==> src/rtl/riscv_core_pipe_pkg.sv <==
// Shared ID->EX pipeline definitions: packed bundle layout, memop/branch
// encodings, the bubble control-field mask and the load classifier.
package riscv_core_pipe_pkg;

    localparam int PIPE_XLEN     = 32;
    localparam int PIPE_BUNDLE_W = 193;

    // Bundle layout, LSB first: five XLEN data words, register indices, then controls.
    localparam int PC_LSB        = 0;
    localparam int INSTR_LSB     = 32;
    localparam int IMMED_LSB     = 64;
    localparam int REG1_LSB      = 96;
    localparam int REG2_LSB      = 128;
    localparam int RD_LSB        = 160;
    localparam int RS1_LSB       = 165;
    localparam int RS2_LSB       = 170;
    localparam int ALUOP_LSB     = 175;
    localparam int ALUSRC1_LSB   = 179;
    localparam int ALUSRC2_LSB   = 180;
    localparam int RFWT_SEL_LSB  = 181;
    localparam int REGWRITE_LSB  = 183;
    localparam int MEMOP_LSB     = 184;
    localparam int BRANCHOP_LSB  = 188;
    localparam int BRNCH_SEL_LSB = 191;

    localparam int REG_IDX_W     = 5;
    localparam int MEMOP_W       = 4;
    localparam int BRANCHOP_W    = 3;
    localparam int BRNCH_SEL_W   = 2;

    localparam logic [MEMOP_W-1:0] MEMOP_NONE = 4'd0;
    localparam logic [MEMOP_W-1:0] MEMOP_LB   = 4'd1;
    localparam logic [MEMOP_W-1:0] MEMOP_LH   = 4'd2;
    localparam logic [MEMOP_W-1:0] MEMOP_LW   = 4'd3;
    localparam logic [MEMOP_W-1:0] MEMOP_LBU  = 4'd4;
    localparam logic [MEMOP_W-1:0] MEMOP_LHU  = 4'd5;
    localparam logic [MEMOP_W-1:0] MEMOP_SB   = 4'd8;
    localparam logic [MEMOP_W-1:0] MEMOP_SH   = 4'd9;
    localparam logic [MEMOP_W-1:0] MEMOP_SW   = 4'd10;

    localparam logic [BRANCHOP_W-1:0] BR_NONE = 3'd0;

    function automatic logic [PIPE_BUNDLE_W-1:0] field_mask(input int lsb, input int w);
        logic [PIPE_BUNDLE_W-1:0] ones;
        ones = (PIPE_BUNDLE_W'(1) << w) - PIPE_BUNDLE_W'(1);
        return ones << lsb;
    endfunction

    // Bits cleared to form a bubble; every cleared field's "none" encoding is zero.
    localparam logic [PIPE_BUNDLE_W-1:0] BUBBLE_CTRL_MASK =
          field_mask(RD_LSB,        REG_IDX_W)
        | field_mask(REGWRITE_LSB,  1)
        | field_mask(MEMOP_LSB,     MEMOP_W)
        | field_mask(BRANCHOP_LSB,  BRANCHOP_W)
        | field_mask(BRNCH_SEL_LSB, BRNCH_SEL_W);

    function automatic logic is_load(input logic [MEMOP_W-1:0] memop);
        return !memop[3] && (memop != MEMOP_NONE);
    endfunction

endpackage

==> src/rtl/riscv_core_ex_hazard_det.sv <==
// Load-use hazard compare between the instruction in EX and the one in ID.
module riscv_core_ex_hazard_det
    import riscv_core_pipe_pkg::*;
(
    input  logic                 ex_valid,
    input  logic [MEMOP_W-1:0]   ex_memop,
    input  logic                 ex_regwrite,
    input  logic [REG_IDX_W-1:0] ex_rd,
    input  logic                 id_act,
    input  logic [REG_IDX_W-1:0] id_rs1,
    input  logic [REG_IDX_W-1:0] id_rs2,
    output logic                 hazard
);

    // rs2 is compared even for I-type instructions; a spurious stall is harmless.
    assign hazard = ex_valid && is_load(ex_memop) && ex_regwrite
                 && (ex_rd != '0) && id_act
                 && ((ex_rd == id_rs1) || (ex_rd == id_rs2));

endmodule

==> src/rtl/riscv_core_ex_pipe_reg.sv <==
// ID/EX register bank with valid bit, stall/flush, load-use bubble insertion
// and a saturating bubble counter.
module riscv_core_ex_pipe_reg
    import riscv_core_pipe_pkg::*;
#(
    parameter int XLEN     = 32,
    parameter int BUNDLE_W = 193,
    parameter int CNT_W    = 32
) (
    input  logic                CLK,
    input  logic                RST,
    input  logic                id_act,
    input  logic [BUNDLE_W-1:0] id_bundle_D,
    input  logic                ex_stall,
    input  logic                ex_flush,
    output logic [BUNDLE_W-1:0] ex_bundle_Q,
    output logic                ex_valid_Q,
    output logic                id_hold,
    output logic [CNT_W-1:0]    bubble_cnt_Q
);

    if ((XLEN != PIPE_XLEN) || (BUNDLE_W != PIPE_BUNDLE_W)) begin : g_cfg_check
        $error("riscv_core_ex_pipe_reg: XLEN/BUNDLE_W must match riscv_core_pipe_pkg layout");
    end

    logic [BUNDLE_W-1:0] ex_bundle_d, ex_bundle_q, bubble_bundle;
    logic                ex_valid_d, ex_valid_q;
    logic [CNT_W-1:0]    bubble_cnt_d, bubble_cnt_q;
    logic                hazard;

    riscv_core_ex_hazard_det u_hazard_det (
        .ex_valid    (ex_valid_q),
        .ex_memop    (ex_bundle_q[MEMOP_LSB +: MEMOP_W]),
        .ex_regwrite (ex_bundle_q[REGWRITE_LSB]),
        .ex_rd       (ex_bundle_q[RD_LSB +: REG_IDX_W]),
        .id_act      (id_act),
        .id_rs1      (id_bundle_D[RS1_LSB +: REG_IDX_W]),
        .id_rs2      (id_bundle_D[RS2_LSB +: REG_IDX_W]),
        .hazard      (hazard)
    );

    // Data fields keep their last value so a bubble does not toggle the EX datapath.
    assign bubble_bundle = ex_bundle_q & ~BUBBLE_CTRL_MASK;

    always_comb begin
        // NOTE: defaults first so every path assigns every signal -- no latches.
        ex_bundle_d  = ex_bundle_q;
        ex_valid_d   = ex_valid_q;
        bubble_cnt_d = bubble_cnt_q;
        if (ex_flush) begin
            ex_bundle_d = bubble_bundle;
            ex_valid_d  = 1'b0;
        end else if (ex_stall) begin
            ex_bundle_d = ex_bundle_q;
        end else if (hazard) begin
            ex_bundle_d = bubble_bundle;
            ex_valid_d  = 1'b0;
            if (!(&bubble_cnt_q)) begin
                bubble_cnt_d = bubble_cnt_q + CNT_W'(1);
            end
        end else if (id_act) begin
            ex_bundle_d = id_bundle_D;
            ex_valid_d  = 1'b1;
        end else begin
            ex_bundle_d = bubble_bundle;
            ex_valid_d  = 1'b0;
        end
    end

    // NOTE: non-blocking assignments for all state so every flop samples pre-edge values.
    always_ff @(posedge CLK or negedge RST) begin
        if (!RST) begin
            ex_bundle_q  <= '0;
            ex_valid_q   <= 1'b0;
            bubble_cnt_q <= '0;
        end else begin
            ex_bundle_q  <= ex_bundle_d;
            ex_valid_q   <= ex_valid_d;
            bubble_cnt_q <= bubble_cnt_d;
        end
    end

    assign id_hold      = hazard && !ex_flush && !ex_stall;
    assign ex_bundle_Q  = ex_bundle_q;
    assign ex_valid_Q   = ex_valid_q;
    assign bubble_cnt_Q = bubble_cnt_q;

endmodule

==> config.mk <==
export PLATFORM = sky130hd
export DESIGN_NAME = riscv_core_ex_pipe_reg
export DESIGN_NICKNAME = d
export VERILOG_FILES = /design/src/rtl/riscv_core_pipe_pkg.sv /design/src/rtl/riscv_core_ex_hazard_det.sv /design/src/rtl/riscv_core_ex_pipe_reg.sv
export SDC_FILE = /design/constraint.sdc
export NUM_CORES = 1
export LEC_CHECK = 0
export ABC_AREA = 1
export BUFFER_PORTS_ARGS = -buffer_cell sky130_fd_sc_hd__buf_2
export CAP_MARGIN = 30
export CORE_AREA = 2 2 165 167
export DETAILED_ROUTE_END_ITERATION = 6
export DIE_AREA = 0 0 167 169
export GPL_TIMING_DRIVEN = 0
export PLACE_DENSITY = 0.65
export SYNTH_ARGS = -nofsm -noshare
export SYNTH_HDL_FRONTEND = slang
export SYNTH_SLANG_ARGS = --single-unit
==> constraint.sdc <==
create_clock -name CLK -period 2 [get_ports CLK]
set_input_delay 0.2 -clock CLK [delete_from_list [all_inputs] [get_ports CLK]]
set_output_delay 0.2 -clock CLK [all_outputs]
set_load 0.03 [all_outputs]
; After elaboration in Yosys (flattened, before gate mapping)
; Cells that the tools add are included.
[totals]
ff_bits = 226
input_bits = 198
output_inout_bits = 227
elab_cells = 37
[op_classes]
add_sub_neg = 1
n_eq_ne = 3
n_mux = 8
bitwise = 4
reduce_logical = 17
[ops]
columns = operator, count
row1 = $mux W193, 4
row2 = $add A32 B1 Y32 const B, 1
row3 = $reduce_and A32 Y1, 1
row4 = $eq A5 B5 Y1, 2
row5 = $logic_and A1 B1 Y1, 8
row6 = $reduce_and A4 Y1, 2
row7 = $reduce_bool A5 Y1, 1
row8 = $mux W1, 4
row9 = $not A1 Y1, 4
row10 = $reduce_bool A4 Y1, 1
row11 = $logic_not A1 Y1, 3
row12 = $ne A2 B1 Y1 const B, 1
row13 = $logic_or A1 B1 Y1, 1

; Longest topological paths before layout
; Gate-level depths: netlist (run 1).
[depth]
ltp_word = 10
mapped_depth = 12

; Modules after synthesis
; A second synthesis (run 1) with hierarchy kept.
[unflattened]
hier_cells = 838
hier_area_um2 = 9653.0
[modules_own_cells]
columns = mod, n_inst, cells_per_inst, area_per_inst_um2
row1 = riscv_core_ex_pipe_reg, 1, 790, 9440.3
row2 = riscv_core_ex_hazard_det, 1, 48, 212.7

; Least setup slack after synthesis (run 1)
; Ideal clock, no wire load.
[synth_path]
path_kind = register to register
start = reg bubble_cnt_q[1], in the netlist bubble_cnt_Q[1]
end = reg bubble_cnt_q[28], in the netlist bubble_cnt_Q[28]
setup_ps = 121
arrival_time_ps = 1759
required_ps = 1879
path_slack_ps = 120
stages_incl_launch_ff = 11
path_buffers = 0
period_less_slack_ps = 1880
cell_sequence = dfrtp_1 -> ha_1 -> nand2_1 -> nor2_2 -> nand2_2 -> nor2_4 -> nand2_1 -> nor2_1 -> nand2_1 -> o21bai_1 -> nand2_1
[synth_via]
elab_chain_cells = 3
[synth_rtl]
columns = item, line
row1 = from (decl), riscv_core_ex_pipe_reg.sv:28  ; logic [CNT_W-1:0] bubble_cnt_d, bubble_cnt_q;
row2 = from (signal assigned), riscv_core_ex_pipe_reg.sv:79  ; bubble_cnt_q <= bubble_cnt_d;
row3 = branches (longest 3 deep; another with $add A32 B1 Y32), n/a
; Several ways; the timed one is not identified.
; A chain may end at the register's enable or synchronous reset.

; Final worst setup path (run 1)
[layout_path]
start = reg ex_bundle_q[161], in the netlist ex_bundle_Q[161]
end = out id_hold
[layout_via]
elab_chain_cells = 6
[layout_rtl]
columns = item, line
row1 = from (decl), riscv_core_ex_pipe_reg.sv:26  ; logic [BUNDLE_W-1:0] ex_bundle_d, ex_bundle_q, bubble_bundle;
row2 = from (signal assigned), riscv_core_ex_pipe_reg.sv:77  ; ex_bundle_q <= ex_bundle_d;
row3 = $reduce_bool A5 Y1, riscv_core_ex_hazard_det.sv:17  ; && (ex_rd != '0) && id_act
row4 = $logic_and A1 B1 Y1 (2 in series), riscv_core_ex_hazard_det.sv:17
row5 = $logic_and A1 B1 Y1 (*), riscv_core_ex_hazard_det.sv:18  ; && ((ex_rd == id_rs1) || (ex_rd == id_rs2));
row6 = $logic_and A1 B1 Y1 (*) (2 in series), riscv_core_ex_pipe_reg.sv:83  ; assign id_hold = hazard && !ex_flush && !ex_stall;
row7 = to (decl), riscv_core_ex_pipe_reg.sv:18  ; output logic id_hold,
; Mark *: on every way between the ends. The rest lies on a longest branch, timed or not.

==> results of run 1 <==
[kinds of logic (layout without fill, tap and decap cells)]
kind of cell               Yosys count  after routing  synth area share (%)
and+or+nand+nor                    819            819                  34.5
DFF                                226            226                  57.2
buffers and inverters              107            785                  4.81
AOI/OAI and AO/OA                   25             25                  1.44
xor gates and xnor gates            21             21                  1.86
adders and majority gates            1              1                 0.127
other                                0              1                     0
[worst paths after layout]
| check | startpoint | depth (start not counted) | end | slack [ps] |
|---|---|---|---|---|
| setup / recovery | ex_bundle_Q[161] | 9 | id_hold | 10 |
| hold / removal | ex_flush | 6 | bubble_cnt_Q[31] | 230 |
| setup reg to reg | ex_bundle_Q[161] | 9 | ex_bundle_Q[32] | 80 |
| hold reg to reg | ex_bundle_Q[70] | 2 | ex_bundle_Q[70] | 460 |
| max in group asynchronous | RST | 3 | ex_bundle_Q[56] | 630 |
| min in group asynchronous | RST | 2 | bubble_cnt_Q[8] | 310 |
[registers in the layout, summed over array words and instances (netlist names)]
name	cells
bubble_cnt_Q	32
ex_valid_Q	1
ex_bundle_Q	193
[layout make-up]
cell class | count | area [µm²] | area share [%]
flip-flops and latches | 226 | 5660 | 36.3
repair buffers | 631 | 4200 | 26.9
multi-input cells | 866 | 3810 | 24.5
clock buffers | 38 | 797 | 5.12
well taps | 341 | 427 | 2.74
plain buffers | 67 | 383 | 2.46
inverters | 40 | 153 | 0.980
clock inverters | 9 | 145 | 0.932
diodes | 1 | 2.50 | 0.0161
[repair_timing]
| item | in CTS | in global routing |
|---|---|---|
| hold buffers | 194 | 0 |
| gates resized for setup | 17 | 36 |
| setup buffers | 5 | 7 |
| endpoints found under the setup margin | 152 | 206 |
| pin swaps | 4 | 5 |
| hold endpoints to repair | 302 | 0 |
[through the flow]
stage	hold slack [ps]	instances	cell area [µm²]
after floorplan	-95.6	1199	9880
after global placement	426	1964	12400
after detailed placement	326	1965	12500
after CTS	188	2211	15400
after global routing	226	2219	15600
final	226	2219	15600
[metal layers]
| layer | share of wire, % | track usage, % |
|---|---|---|
| met1 | 40 | 32.0 |
| met2 | 48 | 42.1 |
| met3 | 7.6 | 6.29 |
| met4 | 3.9 | 10.7 |
| met5 | 0 | 0 |
[synthesized netlist by cell type (all sizes together)]
master  number  share of area (%)
nand3      205                 10
ha           1               0.13
nor2        58                2.3
nand4        9               0.57
nor3b        2               0.20
xor2        12                1.1
inv         40                1.5
nor3         7               0.35
nand2      535                 20
o21bai       7               0.53
clkbuf      20               0.76
o21ai       17               0.86
xnor2        9               0.80
nand3b       3               0.23
dfrtp      226                 57
buf         47                2.5
a21oi        1              0.051
[worst max-delay path, cell delays in order, from the launching register on]
cell and delay, ps:
dfrtp_1 420, inv_2 60, nand2_1 60, nand2_1 50, nor2_1 110, nand3_1 130, nand2_4 130, nand3_4 100
inv_4 80, buf_6 130
[power groups by stage]
| stage | Combinational [W] | Sequential, W | Clock, W |
|---|---|---|---|
| finish | 0.00333 | 0.00550 | 0.00520 |
| global route | 0.00354 | 0.00557 | 0.00547 |
| CTS | 0.00329 | 0.00548 | 0.00530 |
| detailed placement | 0.00298 | 0.00555 | 0 |
| global placement | 0.00294 | 0.00554 | 0 |
| floorplan | 0.000576 | 0.00673 | 0 |
==> summary.md, run 1 <==
| Metric | Value |
|---|---|
| Status | complete, no violations |
| Via count | about 11000 |
| Detail Placement HPWL | between 20 and 30 mm |
| Worst vdd ir | between 0.0006 and 0.0007 V |
| Maximum clock frequency | a little over 500 MHz |
| Minimum clock period after layout | ~2000 ps |
| Final ANT Viol Nets | 0 |
| Clk root buf | clkbuf_16 |
| Total Power | 0.0140 W |
| Final Hold Vio Count | 0 |
| CTS max path bufs | 3 |
| Number of global-route vias before repair | 10783 |
| Syn Nets | 1398 |
| Sw power | approximately 0.0045 W |
| Die area | approximately 28000 µm² |
| Fin Clk Skew | 10.9 ps |
| Std cell rows | 60 |
| Unique cell type count in the Yosys netlist | 25 |
| First-pass GRT wire length | around 58 mm |
| Wire per inst | between 15 and 20 µm |
| H-Tree Depth | 1 |
| Yosys reg bits | 226 |
| Worst setup margin | 13.7 ps |
| # Max-Cap Violations | 0 |
| Slew HR | approximately two fifths |
| Cts bufs inserted | 26 |
| Num ports | approximately 430 |
| Core Region | between 20000 and 30000 µm² |
| Die Span Y | between 150 and 200 µm |
| TritonRoute pass-1 iters | 5 |
| Worst Path Arrival | roughly 1800 ps |
| Setup-failing EPs final | 0 |
| Slew Viols, Final | 0 |
| Power share of the clock group | ~37% |
| Mapped Area | between 9000 and 10000 µm² |
| Yosys warning count | 0 |
| Nets@finish | between 2000 and 2500 |
| Cells after Synth | about 1200 |
| Internal power | ~0.0095 W |
| Setup TNS | 0 ps |
| DR vias/cell | between 4 and 5 |
| Clk slew on worst S/H paths | about 60 ps |
| Worst Path Required | between 1500 and 2000 ps |
| Worst Setup End Kind | output port |
| Syn Area/Cell | about 8 µm² |
| Maximum fanout along the worst path | 5 |
| P&R area growth vs syn | 57.6% |
| Setup crit start kind | flip-flop |
| Fill count | 2286 |
| Drt initial violations | about 770 |
| GRT overflow | 0 |
| Pwr Density | roughly 900 nW/µm² |
| Logic pwr share | 23.7% |
| Routed wire length | roughly 37 mm |
| Initial Util | 37.3% |
| Reg power frac | 39.2% |
| Antenna violations before repair | 1 |
| Commonest non-fill, non-tap cells in the layout | 531 x nand2_1, 439 x buf_2, 225 x dfrtp_1 |
| GP Congestion | 0.887 |
| Final core occ | between 50% and 60% |
| Share of cells above drive strength 1 | 29.5% |
| Largest net degree at the start of global routing | around 120 |
| Type of the worst min-delay path | input port to flip-flop |
| Gr usage total | roughly a quarter |
| CP Class | flip-flop to output port |
| # clock sinks | 226 |
| Leak Pwr | around 8.6 nW |
| Commonest non-fill, non-tap cell in the layout | nand2_1 |
| Pre-CTS WS | -334 ps |
| Switching share of power | about 32% |
| PortBufs | ~420 |
| Worst-skew pair later-pin latency | ~520 ps |
| DRC | 0 |
| Period utilization | between 90 and 100% |
| Sequential share of the synthesized area | 57.2% |
| Worst Max-Slew Pin Slew | around 890 ps |
| RSZ-0062 raised after global routing | yes |
| CTS tree | yes |
| Die W | between 150 and 200 µm |
(Power assumes the default switching activity.)
==> inputs of run 2 (changes only) <==
--- a/config.mk
+++ b/config.mk
@@ -13,6 +13,7 @@
 export DIE_AREA = 0 0 167 169
 export GPL_TIMING_DRIVEN = 0
 export PLACE_DENSITY = 0.65
+export RECOVER_POWER = 25
 export SYNTH_ARGS = -nofsm -noshare
 export SYNTH_HDL_FRONTEND = slang
 export SYNTH_SLANG_ARGS = --single-unit
==> run 2 against run 1 <==
Net effect: first-iteration DRC count is 3.2% lower; register-to-register slack about the same; clock-buffer cell count stayed put; global-route usage unchanged; critical path depth stayed put; maximum frequency is essentially flat; hold slack better by 1.8 ps; wire length fell by 0.14%; cell area fell by 0.43%; combinational power is 2% lower; critical path type unchanged; largest power group unchanged; highest routed layer unchanged.
==> summary.md, run 2 (synthesized netlist as in run 1, its figures left out) <==
| Metric | Value |
|---|---|
| Internal power | 0.00946 W (-0.51%) |
| Via count | 10846 (+0.18%) |
| Worst vdd ir | 0.000616 V (-0.64%) |
| Std cell rows | 60 (unchanged) |
| Critical Path Most Common Cell | nand2_1 |
| Drt initial violations | 746 (-3.2%) |
| Max reg flops | 193 (unchanged) |
| Gr usage total | 25.5% (unchanged) |
| Commonest non-fill, non-tap cell in the layout | nand2_1 |
| Core Region | 26500 µm² (unchanged) |
| Power share of the clock group | 37.1% (about the same) |
| Period utilization | 99.4% (about the same) |
| Placed Area | 12500 µm² (unchanged) |
| Type of the worst min-delay path | input port to flip-flop |
| Clk root buf | clkbuf_16 |
| Commonest non-fill, non-tap cells in the layout | 531 x nand2_1, 386 x buf_2, 225 x dfrtp_1 |
| Worst Path Required | 1800 ps (about the same) |
| CP Class | flip-flop to output port |
| Worst hold slack | 228 ps (+1.77 ps) |
| Worst hold start | ex_flush |
| Cells on worst reg2reg path | 9 (unchanged) |
| Total Power | 0.0140 W (-0.34%) |
| Final Hold Vio Count | 0 (unchanged) |
| DR vias/cell | 4.89 (+0.18%) |
| Nets@finish | 2057 (unchanged) |
| RR Endpoint | ex_bundle_Q[32] |
| Slew Viols, Final | 0 (unchanged) |
| Worst Max-Slew Pin Slew | 879 ps (-6.33 ps) |
| Fin Clk Skew | 11.3 ps (+0.378 ps) |
| CTS max path bufs | 3 (unchanged) |
| DRC | 0 (unchanged) |
| TritonRoute pass-1 iters | 5 (unchanged) |
| Status | complete, no violations |
| H-Tree Depth | 1 (unchanged) |
| Num ports | 425 (unchanged) |
| Worst-skew pair later-pin latency | 520 ps (about the same) |
| Maximum clock frequency | 503 MHz (about the same) |
| Clk slew on worst S/H paths | 60 ps (about the same) |
| Hold Path Sink | bubble_cnt_Q[31] |
| Critical Path, Cell by Cell | inv_2 > nand2_1 > nand2_1 > nor2_1 > nand3_1 > nand2_4 > nand3_4 > inv_4 > buf_6 |
| Routed wire length | 37.4 mm (-0.14%) |
| Flop2flop setup slack | 80 ps (about the same) |
| Reg power frac | 39.4% (+0.2 points) |
| GRT overflow | 0 (unchanged) |
| Worst Path Arrival | 1790 ps (about the same) |
| Minimum clock period after layout | 1990 ps (+0.992 ps) |
| Crit path max-delay family | simple AND/OR/NAND/NOR gates |
| Placed cell count | 1965 (unchanged) |
| Design Area, Final | 15500 µm² (-0.43%) |
| Number of global-route vias before repair | 10783 (unchanged) |
| Maximum fanout along the worst path | 5 (unchanged) |
| PortBufs | 424 (unchanged) |
| CTS tree | yes |
| First-pass GRT wire length | 57.6 mm (unchanged) |
| Wire per inst | 16.8 µm (-0.14%) |
| Die Span Y | 169 µm (unchanged) |
| GP Congestion | 0.887 (unchanged) |
| Sw power | 0.00452 W (about the same) |
| Setup-failing EPs final | 0 (unchanged) |
| Initial Util | 37.3% (unchanged) |
| Logic pwr share | 23.5% (-0.2 points) |
| # Max-Cap Violations | 0 (unchanged) |
| R2r startpoint | ex_bundle_Q[161] |
| Setup crit start kind | flip-flop |
| Pre-CTS WS | -334 ps (unchanged) |
| RSZ-0062 raised after global routing | yes |
| Final ANT Viol Nets | 0 (unchanged) |
| Switching share of power | 32.4% (+0.12 points) |
| Worst Setup End Kind | output port |
| Antenna violations before repair | 1 (unchanged) |
| Detail Placement HPWL | 25.6 mm (unchanged) |
| Slew HR | 41.4% (+0.42 points) |
| # clock sinks | 226 (unchanged) |
| Leak Pwr | 8.38 nW (-2.1%) |
| WP buf/inv | 3 (unchanged) |
| Post-route insts no fill | 2219 (unchanged) |
| Share of cells above drive strength 1 | 26.7% (-2.8 points) |
| Cts bufs inserted | 26 (unchanged) |
| P&R area growth vs syn | 56.9% |
| CP max stage delay | 420 ps (about the same) |
| Slowest CP cell | dfrtp_1 |
| Die area | 28200 µm² (unchanged) |
| Die W | 167 µm (unchanged) |
| Worst setup margin | 12.7 ps (-0.992 ps) |
| Hold Crit Depth | 6 (unchanged) |
| Pwr Density | 901 nW/µm² (about the same) |
| Largest net degree at the start of global routing | 118 (unchanged) |
==> run 2: what timing repair did <==
action,CTS,global route
gates resized for setup,17,36
setup endpoints to repair,152,206
hold endpoints to repair,302,0
hold buffers,194,0
setup buffers,5,7
pin swaps,4,5
==> run 2: worst max path at each step <==
stage | endpoint | from | depth (start not counted)
floorplan | bubble_cnt_Q[28] | bubble_cnt_Q[1] | 10
global placement | ex_bundle_Q[55] | RST | 1
detailed placement | ex_bundle_Q[18] | ex_flush | 6
CTS | id_hold | ex_bundle_Q[183] | 7
global route | id_hold | ex_bundle_Q[184] | 7
finish | id_hold | ex_bundle_Q[161] | 9
==> run 2: power groups by stage <==
stage	Sequential (W)	Combinational, W	Clock [W]
6_report	0.00551	0.00328	0.00519
5_1_grt	0.00557	0.00350	0.00547
4_1_cts	0.00548	0.00329	0.00530
3_5_place_dp	0.00555	0.00298	0
3_3_place_gp	0.00554	0.00294	0
2_1_floorplan	0.00673	0.000576	0
==> run 2: metrics by stage <==
step	utilization, %	setup TNS (ps)
6_report	58.5	0
5_1_grt	58.5	-285
4_1_cts	58.3	-173
3_5_place_dp	47.1	-25620
3_3_place_gp	46.9	-782270
2_1_floorplan	-	0
==> run 2: final cells by class <==
class	count	area [µm²]
Tap cell	341	427
Multi-Input combinational cell	866	3810
Inverter	40	153
Buffer	67	383
Sequential cell	226	5660
Timing Repair Buffer	631	4130
Clock buffer	38	797
Clock inverter	9	145
Antenna cell	1	2.50
Fill cell	2321	11000
==> run 2: routing by layer <==
metal  global-route usage [%]  part of all wire [%]
met4                     10.7                   3.9
met2                     42.1                    48
met3                     6.29                   7.6
met5                        0                     0
met1                     32.0                    40
==> run 2: tightest hold or removal path, stage by stage <==
cell	delay, ps
buf_2	200
a21oi_1	80
inv_1	70
nor2_2	50
nand2_1	50
nand2_1	50
==> inputs of run 3 (changes only) <==
--- a/config.mk
+++ b/config.mk
@@ -8,11 +8,11 @@
 export ABC_AREA = 1
 export BUFFER_PORTS_ARGS = -buffer_cell sky130_fd_sc_hd__buf_2
 export CAP_MARGIN = 30
-export CORE_AREA = 2 2 165 167
+export CORE_AREA = 2 2 164 166
 export DETAILED_ROUTE_END_ITERATION = 6
-export DIE_AREA = 0 0 167 169
+export DIE_AREA = 0 0 166 168
 export GPL_TIMING_DRIVEN = 0
-export PLACE_DENSITY = 0.65
+export PLACE_DENSITY = 0.69
 export RECOVER_POWER = 25
 export SYNTH_ARGS = -nofsm -noshare
 export SYNTH_HDL_FRONTEND = slang
==> constraint.sdc (replaced) <==
create_clock -name CLK -period 1.8 [get_ports CLK]
set_input_delay 0.18 -clock CLK [delete_from_list [all_inputs] [get_ports CLK]]
set_output_delay 0.18 -clock CLK [all_outputs]
set_load 0.03 [all_outputs]
==> run 3 against run 2 <==
Net effect: the flow now finishes with violations (setup timing); wire length rose by 3.7%; clock-buffer cell count rose by 1; sequential share of layout area fell by 0.68 points; critical path depth fell by 2; via count rose by 3.5%; final cell count rose by 0.45%; clock skew rose by 15 ps; register-to-register slack got worse by 200 ps; hold slack got worse by 21 ps; flip-flop and latch count did not move; critical path type unchanged; largest power group unchanged.
==> summary.md, run 3 (synthesized netlist as in run 1, its figures left out) <==
| Metric | Value |
|---|---|
| Drt initial violations | 970 (+30%) |
| Max reg flops | 193 (unchanged) |
| Initial Util | 37.5% (+0.21 points) |
| Power share of the clock group | 35.5% (-1.6 points) |
| Die W | 166 µm (-0.60%) |
| Clk slew on worst S/H paths | 60 ps (about the same) |
| Final Hold Vio Count | 0 (unchanged) |
| Nets@finish | 2065 (+0.39%) |
| CTS tree | yes |
| Via count | 11222 (+3.5%) |
| Largest net degree at the start of global routing | 116 (-1.7%) |
| Minimum clock period after layout | between 1500 and 2000 ps |
| Die area | 27900 µm² (-1.2%) |
| Logic pwr share | 24.6% (+1.1 points) |
| Slowest CP cell | dfrtp_1 |
| Critical Path, Cell by Cell | buf_4 > xnor2_1 > nand3_2 > nand2_4 > nand3_4 > inv_4 > buf_6 |
| Core Region | 26400 µm² (-0.57%) |
| Status | complete, but fails checks |
| # clock sinks | 226 (unchanged) |
| Gr usage total | 26.6% (+1.2 points) |
| Slew HR | 39.2% (-2.2 points) |
| Type of the worst min-delay path | input port to flip-flop |
| Cts bufs inserted | 27 (+3.8%) |
| GRT overflow | 0 (unchanged) |
| Setup crit start kind | flip-flop |
| Setup TNS | -7800 ps (-7800 ps) |
| GRT met2 Usage | 43.8% (+1.7 points) |
| Post-route insts no fill | 2229 (+0.45%) |
| Maximum clock frequency | about 500 MHz |
| Met1 Usage GRT | 32.9% (+0.93 points) |
| Period utilization | 110% |
| Share of cells above drive strength 1 | 30.5% (+3.8 points) |
| Std cell rows | 60 (unchanged) |
| Worst Max-Slew Pin Slew | 911 ps (+32.4 ps) |
| Pwr Density | 968 nW/µm² (+7.4%) |
| Routed wire length | 38.7 mm (+3.7%) |
| Wire per inst | 17.4 µm (+3.2%) |
| Commonest non-fill, non-tap cell in the layout | nand2_1 |
| GR Layer Usage met3 | 6.39% (+0.10 points) |
| Total Power | 0.0153 W (+9.7%) |
| Sw power | 0.00512 W (+13%) |
| Maximum fanout along the worst path | 3 (-2) |
| Fin Clk Skew | 26.2 ps (+14.9 ps) |
| Failing checks | setup timing |
| H-Tree Depth | 1 (unchanged) |
| CP Class | flip-flop to output port |
| TritonRoute pass-1 iters | 6 (+1) |
| GP Congestion | 0.909 (+2.4%) |
| Worst setup margin | -184 ps (-197 ps) |
| Setup-failing EPs final | 152 (+152) |
| First-pass GRT wire length | 60.0 mm (+4.2%) |
| DR vias/cell | 5.03 (+3.0%) |
| Worst Path Required | 1620 ps (-180 ps) |
| # Max-Cap Violations | 0 (unchanged) |
| Worst Setup End Kind | output port |
| Crit path max-delay family | flip-flops |
| Placed cell count | 1965 (unchanged) |
| Leak Pwr | 8.62 nW (+2.9%) |
| P&R area growth vs syn | 60.2% |
| Worst-skew pair later-pin latency | 550 ps (+30 ps) |
| Worst vdd ir | 0.000840 V (+36%) |
| Worst Path Arrival | 1800 ps (about the same) |
| RSZ-0062 raised after global routing | yes |
| Number of global-route vias before repair | 11311 (+4.9%) |
| Detail Placement HPWL | 25.5 mm (-0.40%) |
| Commonest non-fill, non-tap cells in the layout | 529 x nand2_1, 422 x buf_2, 217 x dfrtp_1 |
| Clk root buf | clkbuf_16 |
| WP buf/inv | 3 (unchanged) |
| Die Span Y | 168 µm (-0.59%) |
| Antenna violations before repair | 2 (+1) |
| Grt peak-use layer | met2 |
| Num ports | 425 (unchanged) |
| CTS max path bufs | 3 (unchanged) |
| PortBufs | 424 (unchanged) |
| Slew Viols, Final | 0 (unchanged) |
| CP max stage delay | 400 ps (-20 ps) |
| DRC | 0 (unchanged) |
| Internal power | 0.0102 W (+8.0%) |
| Reg power frac | 39.9% (+0.5 points) |
| Final ANT Viol Nets | 0 (unchanged) |
| Switching share of power | 33.4% (+1.1 points) |
-- run 3: power groups by stage --
| stage | clock network, W | registers [W] | logic [W] |
|---|---|---|---|
| 3_3_place_gp | 0 | 0.00614 | 0.00326 |
| 3_5_place_dp | 0 | 0.00615 | 0.00331 |
| 6_report | 0.00544 | 0.00612 | 0.00377 |
| 4_1_cts | 0.00554 | 0.00608 | 0.00368 |
| 5_1_grt | 0.00578 | 0.00618 | 0.00399 |
| 2_1_floorplan | 0 | 0.00747 | 0.000640 |
-- run 3: routing by layer --
layer / up-vias / part of all wire, %
met5: - / 0
met4: 0 / 5.6
met3: 165 / 8.1
met2: 578 / 47
met1: 5329 / 39
li1: 5150 / -
-- run 3: area by class of cell --
class                      count  area [µm²]
antenna                        2        5.00
buffer                        67         532
clock buffer                  39         811
clock inverter                10        81.3
fill                        2197       10500
inverter                      40         153
multi-input combinational    866        3900
sequential                   226        5670
tap                          341         427
timing repair buffer         638        4260
-- run 3: repair_timing --
action	CTS	global route
pin swaps	9	8
endpoints found under the hold margin	304	0
hold buffers	194	0
gates resized for setup	68	54
setup endpoints to repair	223	222
buffers inserted	10	7
cloned	1	1
-- run 3: tightest hold or removal path: cells and delay by family --
family                 cells  cell delay, ps
and+or+nand+nor            4             340
buffers and inverters      1             180
-- run 3: worst paths after layout --
kind	from	endpoint	slack, ps	cells past startpoint
worst max-delay path	ex_bundle_Q[162]	id_hold	-180	7
worst min-delay path	ex_flush	bubble_cnt_Q[24]	210	5
worst max register to register	ex_bundle_Q[163]	ex_bundle_Q[41]	-120	11
worst min register to register	ex_bundle_Q[98]	ex_bundle_Q[98]	460	2
max in group asynchronous	RST	ex_valid_Q	480	3
min in group asynchronous	RST	ex_bundle_Q[4]	230	2
-- run 3: metrics by stage --
step | hold slack (ps) | utilization, % | instance area, µm² | setup slack (ps)
6_report | 207 | 60.1 | 15800 | -184
4_1_cts | 123 | 59.2 | 15600 | -201
3_5_place_dp | 306 | 47.3 | 12500 | -593
2_1_floorplan | -116 | - | 9890 | 30.4
5_1_grt | 203 | 60.1 | 15800 | -252
3_3_place_gp | 404 | 47.2 | 12400 | -3940
